<file path="src/rtl/keyexp_pkg.sv">
// Shared constants, types and byte-level helpers for the AES-128 key expansion controller.
package keyexp_pkg;

  localparam int unsigned NUM_ROUNDS = 10;
  localparam int unsigned NUM_SLOTS  = 11;

  typedef logic [127:0] round_key_t;

  typedef enum logic [1:0] {
    IDLE   = 2'd0,
    EXPAND = 2'd1,
    DONE   = 2'd2
  } kx_state_e;

  localparam logic [7:0] SBOX [256] = '{
    8'h63, 8'h7c, 8'h77, 8'h7b, 8'hf2, 8'h6b, 8'h6f, 8'hc5, 8'h30, 8'h01, 8'h67, 8'h2b, 8'hfe, 8'hd7, 8'hab, 8'h76,
    8'hca, 8'h82, 8'hc9, 8'h7d, 8'hfa, 8'h59, 8'h47, 8'hf0, 8'had, 8'hd4, 8'ha2, 8'haf, 8'h9c, 8'ha4, 8'h72, 8'hc0,
    8'hb7, 8'hfd, 8'h93, 8'h26, 8'h36, 8'h3f, 8'hf7, 8'hcc, 8'h34, 8'ha5, 8'he5, 8'hf1, 8'h71, 8'hd8, 8'h31, 8'h15,
    8'h04, 8'hc7, 8'h23, 8'hc3, 8'h18, 8'h96, 8'h05, 8'h9a, 8'h07, 8'h12, 8'h80, 8'he2, 8'heb, 8'h27, 8'hb2, 8'h75,
    8'h09, 8'h83, 8'h2c, 8'h1a, 8'h1b, 8'h6e, 8'h5a, 8'ha0, 8'h52, 8'h3b, 8'hd6, 8'hb3, 8'h29, 8'he3, 8'h2f, 8'h84,
    8'h53, 8'hd1, 8'h00, 8'hed, 8'h20, 8'hfc, 8'hb1, 8'h5b, 8'h6a, 8'hcb, 8'hbe, 8'h39, 8'h4a, 8'h4c, 8'h58, 8'hcf,
    8'hd0, 8'hef, 8'haa, 8'hfb, 8'h43, 8'h4d, 8'h33, 8'h85, 8'h45, 8'hf9, 8'h02, 8'h7f, 8'h50, 8'h3c, 8'h9f, 8'ha8,
    8'h51, 8'ha3, 8'h40, 8'h8f, 8'h92, 8'h9d, 8'h38, 8'hf5, 8'hbc, 8'hb6, 8'hda, 8'h21, 8'h10, 8'hff, 8'hf3, 8'hd2,
    8'hcd, 8'h0c, 8'h13, 8'hec, 8'h5f, 8'h97, 8'h44, 8'h17, 8'hc4, 8'ha7, 8'h7e, 8'h3d, 8'h64, 8'h5d, 8'h19, 8'h73,
    8'h60, 8'h81, 8'h4f, 8'hdc, 8'h22, 8'h2a, 8'h90, 8'h88, 8'h46, 8'hee, 8'hb8, 8'h14, 8'hde, 8'h5e, 8'h0b, 8'hdb,
    8'he0, 8'h32, 8'h3a, 8'h0a, 8'h49, 8'h06, 8'h24, 8'h5c, 8'hc2, 8'hd3, 8'hac, 8'h62, 8'h91, 8'h95, 8'he4, 8'h79,
    8'he7, 8'hc8, 8'h37, 8'h6d, 8'h8d, 8'hd5, 8'h4e, 8'ha9, 8'h6c, 8'h56, 8'hf4, 8'hea, 8'h65, 8'h7a, 8'hae, 8'h08,
    8'hba, 8'h78, 8'h25, 8'h2e, 8'h1c, 8'ha6, 8'hb4, 8'hc6, 8'he8, 8'hdd, 8'h74, 8'h1f, 8'h4b, 8'hbd, 8'h8b, 8'h8a,
    8'h70, 8'h3e, 8'hb5, 8'h66, 8'h48, 8'h03, 8'hf6, 8'h0e, 8'h61, 8'h35, 8'h57, 8'hb9, 8'h86, 8'hc1, 8'h1d, 8'h9e,
    8'he1, 8'hf8, 8'h98, 8'h11, 8'h69, 8'hd9, 8'h8e, 8'h94, 8'h9b, 8'h1e, 8'h87, 8'he9, 8'hce, 8'h55, 8'h28, 8'hdf,
    8'h8c, 8'ha1, 8'h89, 8'h0d, 8'hbf, 8'he6, 8'h42, 8'h68, 8'h41, 8'h99, 8'h2d, 8'h0f, 8'hb0, 8'h54, 8'hbb, 8'h16
  };

  function automatic logic [7:0] sbox(input logic [7:0] b);
    return SBOX[b];
  endfunction

  function automatic logic [7:0] rcon(input logic [3:0] rnd);
    logic [7:0] rc;
    case (rnd)
      4'd1:    rc = 8'h01;
      4'd2:    rc = 8'h02;
      4'd3:    rc = 8'h04;
      4'd4:    rc = 8'h08;
      4'd5:    rc = 8'h10;
      4'd6:    rc = 8'h20;
      4'd7:    rc = 8'h40;
      4'd8:    rc = 8'h80;
      4'd9:    rc = 8'h1b;
      4'd10:   rc = 8'h36;
      default: rc = 8'h00;
    endcase
    return rc;
  endfunction

endpackage

</file>
<file path="src/rtl/key_expansion_ctrl_core.sv">
// keyScheduleCore: RotWord, SubWord and round-constant XOR applied to the last word of a round key.
module keyScheduleCore
  import keyexp_pkg::*;
(
  input  logic [31:0] word_i,
  input  logic [3:0]  rnd_i,
  output logic [31:0] t_o
);

  logic [31:0] rot;
  logic [31:0] sub;

  always_comb begin
    rot = {word_i[23:0], word_i[31:24]};
    sub = {sbox(rot[31:24]), sbox(rot[23:16]), sbox(rot[15:8]), sbox(rot[7:0])};
    t_o = sub ^ {rcon(rnd_i), 24'h000000};
  end

endmodule

</file>
<file path="src/rtl/key_expansion_ctrl.sv">
// AES-128 key expansion controller with 11-slot round-key store.
// Define KEYEXP_WORD_SERIAL_EN to build one word per cycle (40-cycle expansion) instead of one round per cycle.
module key_expansion_ctrl
  import keyexp_pkg::*;
(
  input  logic         clk,
  input  logic         n_rst,
  input  logic         key_load,
  input  logic [127:0] key_in,
  input  logic [3:0]   rk_index,
  output logic [127:0] round_key,
  output logic         busy,
  output logic         key_ready
);

  localparam logic [3:0] LAST_RND = 4'(NUM_ROUNDS);

  kx_state_e  state_q;
  logic [3:0] rnd_q;
  logic       busy_q;
  logic       ready_q;
  round_key_t slot_q [NUM_SLOTS];

  logic [3:0]  rnd_core;
  round_key_t  prev_rk;
  round_key_t  next_rk;
  logic [31:0] core_t;
  logic [3:0]  rd_idx;

`ifdef KEYEXP_WORD_SERIAL_EN
  logic [1:0] wsel_q;
  round_key_t cur_rk;
`endif

  // rnd is only 0 in IDLE; clamp so the rcon lookup and slot read always see 1..10.
  always_comb begin
    rnd_core = ((rnd_q >= 4'd1) && (rnd_q <= LAST_RND)) ? rnd_q : 4'd1;
    prev_rk  = slot_q[rnd_core - 4'd1];
  end

  keyScheduleCore u_core (
    .word_i (prev_rk[31:0]),
    .rnd_i  (rnd_core),
    .t_o    (core_t)
  );

`ifdef KEYEXP_WORD_SERIAL_EN
  // Each word chains off the word written into the same slot on the previous cycle.
  always_comb begin
    cur_rk  = slot_q[rnd_core];
    next_rk = cur_rk;
    case (wsel_q)
      2'd0: next_rk[127:96] = prev_rk[127:96] ^ core_t;
      2'd1: next_rk[95:64]  = prev_rk[95:64]  ^ cur_rk[127:96];
      2'd2: next_rk[63:32]  = prev_rk[63:32]  ^ cur_rk[95:64];
      default: next_rk[31:0] = prev_rk[31:0]  ^ cur_rk[63:32];
    endcase
  end
`else
  always_comb begin
    next_rk[127:96] = prev_rk[127:96] ^ core_t;
    next_rk[95:64]  = prev_rk[95:64]  ^ next_rk[127:96];
    next_rk[63:32]  = prev_rk[63:32]  ^ next_rk[95:64];
    next_rk[31:0]   = prev_rk[31:0]   ^ next_rk[63:32];
  end
`endif

  always_ff @(posedge clk or negedge n_rst) begin
    if (!n_rst) begin
      state_q <= IDLE;
      rnd_q   <= '0;
      busy_q  <= 1'b0;
      ready_q <= 1'b0;
      for (int unsigned i = 0; i < NUM_SLOTS; i++) slot_q[i] <= '0;
`ifdef KEYEXP_WORD_SERIAL_EN
      wsel_q  <= '0;
`endif
    end else if (key_load) begin
      slot_q[0] <= key_in;
      rnd_q     <= 4'd1;
      state_q   <= EXPAND;
      busy_q    <= 1'b1;
      ready_q   <= 1'b0;
`ifdef KEYEXP_WORD_SERIAL_EN
      wsel_q    <= '0;
`endif
    end else begin
      case (state_q)
        EXPAND: begin
          slot_q[rnd_core] <= next_rk;
`ifdef KEYEXP_WORD_SERIAL_EN
          wsel_q <= wsel_q + 2'd1;
          if (wsel_q == 2'd3) begin
`else
          begin
`endif
            if (rnd_q == LAST_RND) begin
              state_q <= DONE;
              busy_q  <= 1'b0;
              ready_q <= 1'b1;
            end else begin
              rnd_q <= rnd_q + 4'd1;
            end
          end
        end
        IDLE, DONE: begin
          state_q <= state_q;
        end
        default: begin
          state_q <= IDLE;
          busy_q  <= 1'b0;
          ready_q <= 1'b0;
        end
      endcase
    end
  end

  assign rd_idx    = (rk_index <= LAST_RND) ? rk_index : 4'd0;
  assign round_key = (ready_q && (rk_index <= LAST_RND)) ? slot_q[rd_idx] : '0;
  assign busy      = busy_q;
  assign key_ready = ready_q;

endmodule

</file>
<file path="config.mk">
export PLATFORM = sky130hd
export DESIGN_NAME = key_expansion_ctrl
export DESIGN_NICKNAME = d
export VERILOG_FILES = /design/src/rtl/keyexp_pkg.sv /design/src/rtl/key_expansion_ctrl_core.sv /design/src/rtl/key_expansion_ctrl.sv
export SDC_FILE = /design/constraint.sdc
export NUM_CORES = 2
export LEC_CHECK = 0
export CAP_MARGIN = 10
export CORE_UTILIZATION = 43
export DETAILED_ROUTE_END_ITERATION = 12
export PLACE_DENSITY = 0.58
export SKIP_LAST_GASP = 1
export SYNTH_ARGS = -nofsm -noshare
export SYNTH_HDL_FRONTEND = slang
export SYNTH_SLANG_ARGS = --single-unit
</file>
<file path="constraint.sdc">
create_clock -name clk -period 8 [get_ports clk]
set_input_delay 0.8 -clock clk [delete_from_list [all_inputs] [get_ports clk]]
set_output_delay 0.8 -clock clk [all_outputs]
set_load 0.05 [all_outputs]
</file>
==> metrics.md <==
| Metric | Value |
|---|---|
| Antenna Nets Post-Route | 0 |
| Die Area | around 220,000 um2 |
| Synthesis-to-layout area growth | 13.8% |
| Status | finished clean |
| Max-slew violations | 0 |
| Total grt overflow | 0 |
| Worst slack, placed | -68.8 ps |
| Max cap viols | 0 |
| 1st-pass router iterations | 10 |
| FMAX | roughly 130 MHz |
| Final #Nets | 11,105 |
| Total GRT Usage | 43.4% |
| DRT Wirelength | about 480 mm |
| Worst r2r path cells | 26 |
| Vias | approximately 95,000 |
| Worst endpoint required time | 8700 ps |
| Highest metal used | met5 |
| Post-Syn Area | 91,700 um2 |
| CTS max path bufs | 3 |
| Setup TNS after final layout | 0 ps |
| Crit path kind | reg -> reg |
| Fin worst setup slack | 299 ps |
| Top Ports | 265 |
| RSZ-0062 raised after global routing | no |
| Cells after Synth | roughly 11,000 |
| Layout cells sized above 1 | between 10% and 20% |
| Iter 0 DRT Violations | 13,151 |
| Crit share post-route | a little over nine tenths |
| Final HPWL DP | 307 mm |
| Core area | about 210,000 um2 |
| Hold Vio Cnt, Final | 0 |
| Placed cell count | 13,552 |
| Main synth FF type | dfrtp_1 |
| Hold Path Origin | key_load |
| DIE WIDTH | approximately 460 um |
| Post-synthesis register bit count | approximately 1,400 |
| Die Ht | between 400 and 500 um |
| CP Capture Type | register |
| Worst flop-to-flop path startpoint | rnd_q[0]$_DFFE_PN0P_ |
| Worst min path class | in -> reg |
| Filler Cell Count | roughly 20,000 |
| Post-synthesis sequential area ratio | 38.6% |
| Final Util | around half |
| Post-synth net total | 11,320 |
| Largest net degree at the start of global routing | approximately 180 |
| Later-pin clock latency in the skew report | around 900 ps |
| Area occupied by multi-input gates | 51,500 um2 |
| DR WL met2 | 201 mm |
| Rows | roughly 170 |
| DR WL met3 | just under 60 mm |
| Unique masters post-synth | 108 |
| Max incr delay on CP | about 540 ps |
| Mean Syn Cell Area | a little over 8 um2 |
| Yosys warns | 0 |
| CTS tree | built |
| Gp weighted congestion | ~1.1 |
| H-tree levels | 4 |
| Via density | 6.88 |
| EDFF count, synth | 0 |
| Wire length on met1 | between 150 and 200 mm |
| Critical path's slowest cell | dfrtp_1 |
| Sink of the worst hold path | rnd_q[3]$_DFFE_PN0P_ |
| CTS Buf Count | between 150 and 200 |
| Global-route wire length before repair | 680 mm |
| Worst slew pin tran | around 1300 ps |
| Post-route DRC | 0 |
| Max-slew headroom | about a tenth |
| Reg2Reg Capture Point | slot_q[516]$_DFFE_PN0P_ |
| Filler-free cell count of the finished design | 13,867 |
| Clk_skew | 80.7 ps |
| Worst Path Max Fanout | 37 |
| Final setup fails | 0 |
| Vias in the first global route | between 80,000 and 90,000 |
| Wire per inst | 34.6 um |
| Synth async-reset ratio | between 90% and 100% |
| Worst Path Arrival | 8400 ps |
| Root buffer cell | clkbuf_16 |
| Final Critical Period | 7700 ps |
| R2R setup slack | around 300 ps |
| Crit start category | register |
| Initial Utilization | between 40% and 50% |
| Initial antenna violation count | 25 |
| Hold depth | 2 |
| Crit-path most repeated cell | buf_4 |
| CTS sink count | roughly 1,400 |
| IO buf count | around 260 |
| Reg clk slew, reported paths | 60 ps |
| Register area | ~35,000 um2 |
## area by class of cell
cell class,count,area share [%]
Inverter,54,0.216
Timing Repair Buffer,859,7.61
Sequential cell,1414,33.9
Clock buffer,243,4.70
Tap cell,2821,3.38
Clock inverter,56,0.701
Multi-Input combinational cell,8409,49.4
Antenna cell,11,0.0264
## metal layers
metal  GRT usage [%]  up-vias
met3            12.0     1497
met4            27.4       22
met1            57.5    47134
met5               0        -
li1                -    40066
met2            62.3     6743
## critical path, delay by kind of cell (launching register included)
kind	cells	cell delay, ps
XOR/XNOR	2	610
AND/OR/NAND/NOR	3	600
multiplexers	2	410
AO/OA/AOI/OAI	8	2170
flip-flops	1	540
buffers and inverters	9	2570
adder cells (fa/ha/maj)	2	550
## how the worst max path moves through the flow
stage	from	endpoint	cells after the start
after floorplan	rnd_q[0]$_DFFE_PN0P_	slot_q[1301]$_DFFE_PN0P_	37
after global placement	rnd_q[0]$_DFFE_PN0P_	slot_q[1298]$_DFFE_PN0P_	23
after detailed placement	rnd_q[0]$_DFFE_PN0P_	slot_q[914]$_DFFE_PN0P_	21
after CTS	rnd_q[0]$_DFFE_PN0P_	slot_q[1167]$_DFFE_PN0P_	23
after global routing	rnd_q[0]$_DFFE_PN0P_	slot_q[133]$_DFFE_PN0P_	25
final	rnd_q[0]$_DFFE_PN0P_	slot_q[516]$_DFFE_PN0P_	26
## cell usage after synthesis, types with 114 or more instances
library cell / n / share of area (%)
mux2i_1: 211 / 2.3
nor2_1: 438 / 1.8
a21oi_1: 597 / 3.3
nand3_1: 268 / 1.5
a31oi_1: 204 / 1.4
nand2_1: 2471 / 10
a311oi_1: 114 / 1.1
o21ai_1: 179 / 0.98
a32oi_1: 149 / 1.4
o21ai_0: 1687 / 9.2
a211oi_1: 234 / 1.9
a22oi_1: 186 / 1.5
clkbuf_1: 884 / 3.6
buf_2: 215 / 1.2
nor3_1: 241 / 1.3
mux4_2: 257 / 6.3
dfrtp_1: 1414 / 39
## registers in the layout, summed over array words and instances, names as in the netlist
name	cells
rnd_q	4
state_q	2
slot_q	1408
## per-stage QoR
step           cell area (um2)  hold slack, ps
6_report                104000             461
5_1_grt                 104000             466
4_1_cts                 104000             435
3_5_place_dp             98400             471
3_3_place_gp             98300             466
2_1_floorplan            91700             450
## what timing repair did
item / in CTS / in global routing
pin swaps: 0 / 1
hold buffers: 1 / 0
hold endpoints to repair: 59 / 0
resized for setup: 1 / 28
setup endpoints to repair: 10 / 313
buffers inserted: 0 / 4
## kinds of logic after synthesis
kind of cell | Yosys count | share of synthesized area (%)
adder cells (fa/ha/maj) | 65 | 0.887
multiplexers | 501 | 9.02
XOR/XNOR | 185 | 1.96
AND/OR/NAND/NOR | 3612 | 16.1
buffers and inverters | 1297 | 5.92
AO/OA/AOI/OAI | 4046 | 27.5
flip-flops | 1414 | 38.6
## cells in the final DEF (no fill, tap or decap), types with 42 or more instances in the layout
cell	count
a211oi_1	234
a21oi_1	594
a221o_1	43
a22oi_1	186
a311o_1	57
a311oi_1	113
a31oi_1	202
a32oi_1	149
buf_12	64
buf_4	529
clkbuf_16	168
clkbuf_8	42
clkdlybuf4s50_1	258
dfrtp_1	1414
ha_1	63
mux2i_1	210
mux4_2	257
nand2_1	2456
nand3_1	263
nor2_1	430
nor3_1	238
o211ai_1	112
o21ai_0	1681
o21ai_1	180
o311ai_0	48
xnor2_1	98
xor2_1	48
Power is not shown: default switching activity piles up to over one toggle a cycle in this logic, so the estimate is an artifact.
